**src/rtl/lfsr_pkg.sv**
```systemverilog
// Shared constants and helpers for the lfsr_prbs family.
// The optional period counter in lfsr_prbs is enabled by the LFSR_PERIOD_CNT_EN macro.
package lfsr_pkg;

  localparam logic MODE_FIB = 1'b0;
  localparam logic MODE_GAL = 1'b1;

  // Maximal-length tap masks (bit i set = q[i] is a tap), indexed by width.
  function automatic logic [31:0] lfsr_default_taps(input int n);
    logic [31:0] t;
    case (n)
      2:  t = 32'h0000_0003;
      3:  t = 32'h0000_0006;
      4:  t = 32'h0000_000C;
      5:  t = 32'h0000_0014;
      6:  t = 32'h0000_0030;
      7:  t = 32'h0000_0060;
      8:  t = 32'h0000_00B8;
      9:  t = 32'h0000_0110;
      10: t = 32'h0000_0240;
      11: t = 32'h0000_0500;
      12: t = 32'h0000_0E08;
      13: t = 32'h0000_1C80;
      14: t = 32'h0000_3802;
      15: t = 32'h0000_6000;
      16: t = 32'h0000_D008;
      17: t = 32'h0001_2000;
      18: t = 32'h0002_0400;
      19: t = 32'h0007_2000;
      20: t = 32'h0009_0000;
      21: t = 32'h0014_0000;
      22: t = 32'h0030_0000;
      23: t = 32'h0042_0000;
      24: t = 32'h00E1_0000;
      25: t = 32'h0120_0000;
      26: t = 32'h0200_0023;
      27: t = 32'h0400_0013;
      28: t = 32'h0900_0000;
      29: t = 32'h1400_0000;
      30: t = 32'h2000_0029;
      31: t = 32'h4800_0000;
      32: t = 32'h8020_0003;
      default: t = 32'h0000_0000;
    endcase
    return t;
  endfunction

endpackage

```
**src/rtl/lfsr_next.sv**
```systemverilog
// Combinational LFSR next-state for Fibonacci or Galois topology.
// Shared by the generator and any future PRBS checker.
module lfsr_next
  import lfsr_pkg::*;
#(
  parameter int N = 8,
  parameter logic [N-1:0] TAPS = N'(8'hB8)
) (
  input  logic [N-1:0] q,
  input  logic         mode,
  output logic [N-1:0] nxt,
  output logic         nxt_zero
);

  logic fb;

  // Fibonacci shifts the tap parity in at the top; Galois folds the exiting bit into the taps.
  always_comb begin
    fb = ^(q & TAPS);
    if (mode == MODE_FIB) begin
      nxt = {fb, q[N-1:1]};
    end else begin
      nxt = {1'b0, q[N-1:1]} ^ ({N{q[0]}} & TAPS);
    end
  end

  assign nxt_zero = (nxt == '0);

endmodule

```
**src/rtl/lfsr_prbs.sv**
```systemverilog
// Parametrised PRBS generator: load/step/hold, all-zero lock-up recovery,
// wrap detection against the last loaded (or reset) reference state.
// Define LFSR_PERIOD_CNT_EN to build the step counter that reports the period.
module lfsr_prbs
  import lfsr_pkg::*;
#(
  parameter int N = 8,
  parameter logic [N-1:0] TAPS = N'(8'hB8),
  parameter logic [N-1:0] INIT = '1
) (
  input  logic         clk,
  input  logic         reset,
  input  logic         en,
  input  logic         mode,
  input  logic         load,
  input  logic [N-1:0] seed,
  output logic [N-1:0] q,
  output logic         bit_out,
  output logic         lockup,
  output logic         wrap,
  output logic [N-1:0] period
);

  localparam logic [N-1:0] ONES    = '1;
  localparam logic [N-1:0] RST_VAL = (INIT == '0) ? ONES : INIT;

  logic [N-1:0] nxt;
  logic         nxt_zero;
  logic [N-1:0] committed;
  logic [N-1:0] ref_state;
  logic         step;
  logic         wrap_hit;

  lfsr_next #(.N(N), .TAPS(TAPS)) u_next (
    .q        (q),
    .mode     (mode),
    .nxt      (nxt),
    .nxt_zero (nxt_zero)
  );

  // A zero next state would lock the register forever, so substitute all-ones.
  always_comb begin
    committed = nxt_zero ? ONES : nxt;
    step      = en && !load;
    wrap_hit  = step && (committed == ref_state);
  end

  assign bit_out = q[0];

  // State, reference and one-cycle status pulses; priority reset > load > en > hold.
  always_ff @(posedge clk or posedge reset) begin
    if (reset) begin
      q         <= RST_VAL;
      ref_state <= RST_VAL;
      lockup    <= 1'b0;
      wrap      <= 1'b0;
    end else begin
      lockup <= 1'b0;
      wrap   <= 1'b0;
      if (load) begin
        if (seed == '0) begin
          q         <= ONES;
          ref_state <= ONES;
          lockup    <= 1'b1;
        end else begin
          q         <= seed;
          ref_state <= seed;
        end
      end else if (en) begin
        q      <= committed;
        lockup <= nxt_zero;
        wrap   <= wrap_hit;
      end
    end
  end

`ifdef LFSR_PERIOD_CNT_EN
  logic [N-1:0] count;
  logic [N-1:0] count_inc;

  // Saturating increment so an unreachable reference never rolls the counter over.
  always_comb begin
    count_inc = (count == ONES) ? count : count + 1'b1;
  end

  // Count steps since the last load/wrap; capture the length when the sequence wraps.
  always_ff @(posedge clk or posedge reset) begin
    if (reset) begin
      count  <= '0;
      period <= '0;
    end else if (load) begin
      count <= '0;
    end else if (step) begin
      if (wrap_hit) begin
        period <= count_inc;
        count  <= '0;
      end else begin
        count <= count_inc;
      end
    end
  end
`else
  assign period = '0;
`endif

endmodule

```
**config.mk**
```make
export PLATFORM = sky130hd
export DESIGN_NAME = lfsr_prbs
export DESIGN_NICKNAME = d
export VERILOG_FILES = /design/src/rtl/lfsr_pkg.sv /design/src/rtl/lfsr_next.sv /design/src/rtl/lfsr_prbs.sv
export SDC_FILE = /design/constraint.sdc
export NUM_CORES = 1
export LEC_CHECK = 0
export BUFFER_PORTS_ARGS = -buffer_cell sky130_fd_sc_hd__buf_4
export CAP_MARGIN = 10
export CELL_PAD_IN_SITES_DETAIL_PLACEMENT = 0
export CELL_PAD_IN_SITES_GLOBAL_PLACEMENT = 1
export CORE_ASPECT_RATIO = 1.1
export CORE_UTILIZATION = 25
export CTS_CLUSTER_DIAMETER = 120
export CTS_CLUSTER_SIZE = 8
export DETAILED_ROUTE_END_ITERATION = 6
export GPL_ROUTABILITY_DRIVEN = 0
export PLACE_DENSITY = 0.57
export SETUP_SLACK_MARGIN = 0.05
export SYNTH_ARGS = -nofsm -noshare
export SYNTH_HDL_FRONTEND = slang
export SYNTH_SLANG_ARGS = --single-unit
```
**constraint.sdc**
```tcl
create_clock -name clk -period 2 [get_ports clk]
set_clock_uncertainty 0.1 [all_clocks]
set_input_delay 0 -clock clk [delete_from_list [all_inputs] [get_ports clk]]
set_output_delay 0 -clock clk [all_outputs]
set_load 0.1 [all_outputs]
```
**Word-level counts from Yosys, hierarchy flattened**

Index checks and enable logic that the tools add are counted.

- Register bits after elaboration: 18
- Logic and storage cells: 23

- Equality and inequality tests: 1
- Muxes and demuxes: 10
- Bitwise logic cells: 1
- Reductions and logical operators: 7

Operators with widths:

| operator | count |
|---|---|
| two-way mux 8 bit | 5 |
| logical NOT 8 bit | 2 |
| equality test 8 bit | 1 |
| XOR reduction 8 bit | 1 |
| bitwise XOR 7 x 8 -> 8 bit | 1 |
| two-way mux 1 bit | 5 |
| logical AND 1 bit | 2 |
| nonzero test 2 bit | 1 |
| logical NOT 1 bit | 1 |

**Depth between registers and ports, before layout**

Gate-level depths: netlist (run 1).

- Depth in word-level cells: 8
- Mapped depth: 6
- Depth with buffers taken out: 5

**Modules after synthesis**

A second synthesis (run 1) with hierarchy kept.

- Cells, all modules: 130
- Area total of the unflattened synthesis: 1,146.1 sq um

Modules (own cells, without submodules):

| module | times used | cells an instance | area each (sq um) |
|---|---|---|---|
| lfsr_prbs | 1 | 114 | 1,034.7 |
| lfsr_next | 1 | 16 | 111.4 |

**Worst setup path after synthesis (run 1)**

No wires, ideal clock.

- Path type: reg-to-reg
- From: register q[5]
- To: register wrap
- Setup time: 0.111 ns
- Data arrival time: 2.160 ns
- Required time: 1.789 ns
- Path slack: -0.372 ns
- Stages on the path, launching flop included: 7
- Period minus slack after synthesis: 2.372 ns
- Cells stage by stage: dfstp_2 > buf_2 > a21oi_1 > and3_2 > nor4b_1 > mux2i_1 > a2111oi_2

- Longest elaborated chain between the ends: 8
- Elaborated cells between the ends (all ways): 9
- Classes of those cells: 1 x eq/ne; 4 x mux; 1 x bitwise; 3 x reduce/logical

Ends and longest elaborated chain:

| what | line | text |
|---|---|---|
| start: declaration | lfsr_prbs.sv:17 | `output logic [N-1:0] q,` |
| start signal: assignment | lfsr_prbs.sv:70 | `q <= committed;` |
| XOR reduction 8 bit or bitwise XOR 7 x 8 -> 8 bit (tied branches) | lfsr_next.sv:19, lfsr_next.sv:23 |  |
| two-way mux 8 bit * | lfsr_next.sv:20 | `if (mode == MODE_FIB) begin` |
| logical NOT 8 bit | lfsr_next.sv:27 | `assign nxt_zero = (nxt == '0);` |
| two-way mux 8 bit * | lfsr_prbs.sv:43 | `committed = nxt_zero ? ONES : nxt;` |
| equality test 8 bit * | lfsr_prbs.sv:45 | `wrap_hit = step && (committed == ref_state);` |
| logical AND 1 bit * | lfsr_prbs.sv:45 |  |
| two-way mux 1 bit * | lfsr_prbs.sv:69 | `end else if (en) begin` |
| two-way mux 1 bit * | lfsr_prbs.sv:60 | `if (load) begin` |
| end signal: assignment | lfsr_prbs.sv:72 | `wrap <= wrap_hit;` |
| end: declaration | lfsr_prbs.sv:20 | `output logic wrap,` |

Every way passes the cells marked *; elsewhere a longest branch is shown, timed or not.
A chain may end at the register's enable or synchronous reset.

**Final worst setup path (run 1)**

- From: register q[2]
- To: register wrap

- Longest elaborated chain between the ends: 8

Ends and longest elaborated chain:

| what | line | text |
|---|---|---|
| bitwise XOR 7 x 8 -> 8 bit | lfsr_next.sv:23 | `nxt = {1'b0, q[N-1:1]} ^ ({N{q[0]}} & TAPS);` |
| two-way mux 8 bit * | lfsr_next.sv:20 |  |
| logical NOT 8 bit | lfsr_next.sv:27 |  |
| two-way mux 8 bit * | lfsr_prbs.sv:43 |  |
| equality test 8 bit * | lfsr_prbs.sv:45 |  |
| logical AND 1 bit * | lfsr_prbs.sv:45 |  |
| two-way mux 1 bit * | lfsr_prbs.sv:69 |  |
| two-way mux 1 bit * | lfsr_prbs.sv:60 |  |

Marked as above.

==> out/metrics.cfg, run 1 <==
[grt]
pin_count_of_the_biggest_net_entering_global_routing = 26
first_pass_grt_wire_length_mm = 5.27
first_global_vias = 1036
grt_peak_use_layer = met2
grt_util_met2_pct = 22.3
use_met1_pct = 19.5
grt_antenna_before_repair = 0
grtUsageMet3_pct = 0.758
globalRoute.totalOverflow = 0
grt_util_all_layers_pct = 14.1

[cts]
clk_pin_slew_worst_paths_ps = 70
worstSkewPairLatency_ps = 250
numClockSinks = 18
tritoncts.num_buffers = 3
tritoncts = built
cts-root-buf = clkbuf_8
cts-root-to-sink-buffers = 2
ctsHtreeMaxLevel = 1

[floorplan]
die-height_um = 74.9
std_cell_core_area_mm2 = 0.00465
design.die.area_mm2 = 0.00512
floorplan.io_pins = 32
fp.dieW_um = 68.3
floorplan.initialDensity_pct = 26.0
core.rowCount = 26

[critical_path]
path_cells = nor4_4, buf_4, and3_4, nor4b_2, mux2i_1, a2111oi_4
cpLargestDelayFamily = flip-flops
worst-endpoint-required_ps = 2050
path_class = flop to flop
crit_arrival_ps = 2020
setup.worst_path.start_class = flop
cpPeakStageDelay_ps = 650
endpoint_kind = flop
critical_path_top_delay_cell = dfstp_4
number_of_buffer_and_inverter_instances_along_the_worst_setup_path = 1
crit_fanout = 6

[status]
run_status = finished clean

[finish]
diodes = 0
nets = 184
layout_commonest_cell = buf_4
most-common-layout-cells = 31 x buf_4, 13 x o21ai_0, 12 x nand2_1
final_cell_count_no_fill = 226
area.growth.synth_to_final_pct = 37.9
num-fill-cells = 492
fin_area_mm2 = 0.00167
fraction_of_final_layout_cells_with_drive_strength_greater_than_1_pct = 36.5

[routing]
post-route-drc-count = 0
routed_wire_length_per_instance_um = 14.3
viasPerCell = 4.80
route.vias.total = 1085
route.final.wire_length_mm = 3.24
detail_route.first_pass.iterations = 7
drt.antenna.violating_nets = 0
dr.first_iter.drc_count = 59

[synth]
yosys_warnings = 0
synth_largest_type_area_fraction_pct = 34.8
syn_area_per_cell_um2 = 8.95
distinct_cells_synth = 41
ys_seq_area_share_pct = 38.9
synthesis.area_mm2 = 0.00121
synth-seq-cells = 18
synth_top_cell_by_area = dfstp_2
syn_inst = 135
post_synth_main_area_contributors = dfstp_2 35%, o21ai_0 5.8%, buf_4 5.6%, xnor2_1 4.3%, dfrtp_1 4.1%

[hold_path]
min_path_type = input pin to flop

[sta]
report.final.hold_viol_count = 0
fin_crit_ps = 1970
timing_worst_slew_pin_value_ps = 678
final.period_utilization_pct = 98.6
relSlewSlack_pct = 54.7
grt_setup_unrepaired = yes
final_max_slew_viol_count = 0
timing.final.setup_violations = 0
fmax_mhz = 507
hold-worst-slack_ps = 11.6

[power_and_ir_drop]
vdd.ir_drop.worst_v = 0.000170
p_leak_nw = 0.694
pwr_density_cell_mw_per_mm2 = 765

[place]
postPlaceCellArea_mm2 = 0.00145
place_inst = 209
io_buffers = 23
post-dp-hpwl_mm = 2.43

[run]
maxCapViolCount = 0

==> stage by stage <==
stage / worst slack [ps] / power [W] / setup TNS (ps) / utilization, %
floorplan: -42.4 / 0.000889 / -42.4 / -
global placement: 72.6 / 0.000972 / 0 / 31.1
detailed placement: 56.3 / 0.000970 / 0 / 31.1
CTS: 55.3 / 0.00126 / 0 / 34.7
global route: -29.6 / 0.00134 / -29.6 / 35.8
finish: 27.5 / 0.00127 / 0 / 35.8
==> final cells by class <==
type / instances / area [um2] / area share, %
inverters: 5 / 18.8 / 1.13
clock buffers: 4 / 45.0 / 2.70
multi-input cells: 103 / 709 / 42.6
well taps: 56 / 70.1 / 4.20
flip-flops and latches: 18 / 500 / 30.0
repair buffers: 40 / 323 / 19.4
==> registers in the layout, summed over array words and instances, names as in the netlist <==
register   count
q              8
ref_state      8
lockup         1
wrap           1
==> tightest hold or removal path: stages <==
cell and delay [ps]:
buf_4 170, nor2_1 100, o311ai_1 80
==> Yosys cell counts (all sizes together) <==
cell,count
a2111oi,1
a211o,1
a211oi,1
a21boi,1
a21o,1
a21oi,5
a2bb2oi,1
a311oi,2
a31oi,3
and2,1
and2b,1
and3,2
buf,12
clkbuf,4
conb,1
dfrtp,2
dfstp,16
inv,5
mux2i,4
nand2,12
nand2b,5
nand3,8
nor2,8
nor2b,4
nor3,1
nor4,3
nor4b,1
o211ai,1
o21ai,14
o221ai,1
o22ai,3
o311ai,1
xnor2,6
xor2,3
==> timing repair <==
| item | 4_1_cts | 5_1_grt |
|---|---|---|
| cloned | 0 | 0 |
| resized for setup | 0 | 9 |
| endpoints found under the hold margin | 18 | 0 |
| pin swaps | 4 | 4 |
| hold buffers | 9 | 0 |
| buffers inserted | 4 | 0 |
| setup endpoints to repair | 1 | 2 |
==> routing by layer <==
| metal | wire [um] | part of all wire (%) |
|---|---|---|
| met5 | 0 | 0 |
| met2 | 1610 | 50 |
| met4 | 36 | 1.1 |
| met3 | 108 | 3.3 |
| met1 | 1480 | 46 |
==> cells by family (layout without fill, tap and decap cells) <==
kind of cell / count (synthesis) / after routing / share of synthesized area [%]
multiplexers: 4 / 4 / 3.31
AND/OR/NAND/NOR: 46 / 46 / 20.8
other: 1 / 8 / 0.310
XOR/XNOR: 9 / 9 / 6.52
flip-flops: 18 / 18 / 38.9
buffers and inverters: 21 / 49 / 10.0
AO/OA/AOI/OAI: 36 / 36 / 20.1
==> worst paths after layout <==
check                               end  slack (ps)          from  depth (start not counted)
max                                wrap          30          q[2]                          6
min                                q[7]          10            en                          3
max reg2reg                        wrap          30          q[2]                          6
min reg2reg                ref_state[6]         440  ref_state[6]                          2
max in group asynchronous        lockup        1060         reset                          3
min in group asynchronous          wrap         320         reset                          3
==> power by group <==
| part | total (W) | internal, W | leakage, nW | switching [W] |
|---|---|---|---|---|
| clock | 0.000259 | 0.000141 | 0.0228 | 0.000118 |
| combinational | 0.000530 | 0.000162 | 0.472 | 0.000368 |
| sequential | 0.000486 | 0.000435 | 0.200 | 0.0000503 |
Power figures use the tool's default switching activity.
==> inputs of run 2 (changes only) <==
--- a/config.mk
+++ b/config.mk
@@ -11,10 +11,11 @@
 export CELL_PAD_IN_SITES_GLOBAL_PLACEMENT = 1
 export CORE_ASPECT_RATIO = 1.1
-export CORE_UTILIZATION = 25
+export CORE_UTILIZATION = 35
 export CTS_CLUSTER_DIAMETER = 120
 export CTS_CLUSTER_SIZE = 8
 export DETAILED_ROUTE_END_ITERATION = 6
 export GPL_ROUTABILITY_DRIVEN = 0
-export PLACE_DENSITY = 0.57
+export PLACE_DENSITY = 0.75
+export REMOVE_ABC_BUFFERS = 1
 export SETUP_SLACK_MARGIN = 0.05
 export SYNTH_ARGS = -nofsm -noshare
==> constraint.sdc (replaced) <==
create_clock -name clk -period 2 [get_ports clk]
set_clock_uncertainty 0.1 [all_clocks]
set_input_delay 0.4 -clock clk [delete_from_list [all_inputs] [get_ports clk]]
set_output_delay 0.4 -clock clk [all_outputs]
set_load 0.1 [all_outputs]
==> run 2 against run 1 <==
The flow now finishes with violations (design-rule violations). First-iteration DRC count is 36% lower. Sequential share of layout area is 0.61 points higher. Design area is 7.9% lower. Sequential cell count stayed put. Final cell count is 12% lower. Combinational power is 2% higher. Die area is 28% lower. Wire length hardly changed. Critical path depth stayed put. Worst setup slack better by 45 ps.
==> out/metrics.cfg, run 2 (synthesis gave the netlist of run 1 again) <==
[cts]
ctsHtreeMaxLevel = 1
numClockSinks = 18
cts.hold.buffers_added = 0
worstSkewPairLatency_ps = 300
cts-root-buf = clkbuf_4
tritoncts.num_buffers = 3
tritoncts = built
cts-root-to-sink-buffers = 2
clk_pin_slew_worst_paths_ps = 110

[floorplan]
core.rowCount = 22
die-height_um = 63.6
fp.dieW_um = 58.0
floorplan.initialDensity_pct = 36.6
floorplan.io_pins = 32
design.die.area_mm2 = 0.00369
std_cell_core_area_mm2 = 0.00330

[sta]
report.final.hold_viol_count = 0
grt_setup_unrepaired = yes
timing_worst_slew_pin_value_ps = 714
hold-worst-slack_ps = 107
fmax_mhz = 519
final_max_slew_viol_count = 0
setup_ws_ps = 72.8
fin_crit_ps = 1930
relSlewSlack_pct = 52.3
final.period_utilization_pct = 96.4
timing.final.setup_violations = 0

[routing]
routed_wire_length_per_instance_um = 16.2
route.final.wire_length_mm = 3.24
viasPerCell = 5.50
detail_route.first_pass.iterations = 6
dr.first_iter.drc_count = 38
post-route-drc-count = 3
drt.antenna.violating_nets = 0
route.vias.total = 1100

[grt]
globalRoute.totalOverflow = 0
first_pass_grt_wire_length_mm = 5.18
pin_count_of_the_biggest_net_entering_global_routing = 22
first_global_vias = 1041
grt_antenna_before_repair = 0
grt_util_all_layers_pct = 18.5

[finish]
most-common-layout-cells = 34 x buf_4, 16 x dfstp_2, 12 x nand2_1, 12 x o21ai_0
fraction_of_final_layout_cells_with_drive_strength_greater_than_1_pct = 41.5
area.growth.synth_to_final_pct = 27.0
diodes = 0
reg.largest.list = q (8), ref_state (8)
fin_area_mm2 = 0.00154
nets = 178
layout_commonest_cell = buf_4

[place]
post-dp-hpwl_mm = 2.38
preCtsSetupSlack_ps = 11.3
postPlaceCellArea_mm2 = 0.00141
io_buffers = 23

[critical_path]
critical_path_top_delay_cell = dfstp_2
crit_arrival_ps = 2010
setup.worst_path.start_class = flop
path_class = flop to flop
path_cells = nor4_4, buf_4, a21boi_0, a211o_1, a31oi_2, a2111oi_4
worst-r2r-cell-count = 6
worst-endpoint-required_ps = 2090
cpLargestDelayFamily = compound AO/OA/AOI/OAI gates
crit_fanout = 5
r2r-end = wrap
endpoint_kind = flop
cpPeakStageDelay_ps = 430
critical_path.reg2reg.startpoint = q[2]
number_of_buffer_and_inverter_instances_along_the_worst_setup_path = 1
timing.reg2reg.setup_slack_ps = 70

[power_and_ir_drop]
pwr_density_cell_mw_per_mm2 = 813
p_leak_nw = 0.671
vdd.ir_drop.worst_v = 0.000438

[run]
maxCapViolCount = 0

[status]
run_status = finished, violations left
violations = design-rule violations

[hold_path]
min_path_type = input pin to async pin

## run 2: cell types whose count changed in the layout (fill, tap and decap cells not counted), sizes merged
cell         before  now
dlygate4sd3       9    0
buf              31   34
## run 2: layout make-up
| cell class | instances | area [um2] |
|---|---|---|
| Fill cell | 319 | 1770 |
| Multi-Input combinational cell | 103 | 709 |
| Sequential cell | 18 | 470 |
| Timing Repair Buffer | 34 | 255 |
| Tap cell | 36 | 45.0 |
| Clock buffer | 4 | 36.3 |
| Inverter | 5 | 18.8 |
## run 2: worst max path at each step
stage               from    to  depth (start not counted)
global placement    q[0]  wrap                          5
global route        q[6]  wrap                          6
detailed placement  q[0]  wrap                          5
floorplan           q[0]  wrap                          5
CTS                 q[0]  wrap                          5
finish              q[2]  wrap                          6
## run 2: power by group
part	internal [W]	switching (W)	leakage (nW)	total, W
registers	0.000424	0.0000525	0.196	0.000477
logic	0.000165	0.000373	0.454	0.000538
clock network	0.000111	0.000123	0.0210	0.000234
total	0.000701	0.000548	0.671	0.00125
## run 2: timing repair
action	CTS	global route
resized for setup	1	12
buffers inserted	1	2
pin swaps	0	7
setup endpoints to repair	1	1
## run 2: metal layers
metal	up-vias	GRT usage (%)	routed length (um)
li1	518	-	-
met1	540	24.8	1400
met2	38	29.7	1650
met3	4	2.46	147
met4	0	7.44	39
met5	-	0	0
## run 2: worst reg2reg max path: cells and delay by family, from the launching register on
kind | cells | cell delay [ps]
simple gates | 1 | 390
buf+inv | 1 | 190
compound gates | 4 | 710
flops | 1 | 430
## run 2: stage by stage
step                util [%]  TNS, ps  instances  power (W)
floorplan                  -    -2030        126   0.000839
global placement        42.7        0        193   0.000968
detailed placement      42.7        0        193   0.000971
CTS                     44.2        0        198    0.00122
global route            46.5        0        200    0.00130
finish                  46.5        0        200    0.00125
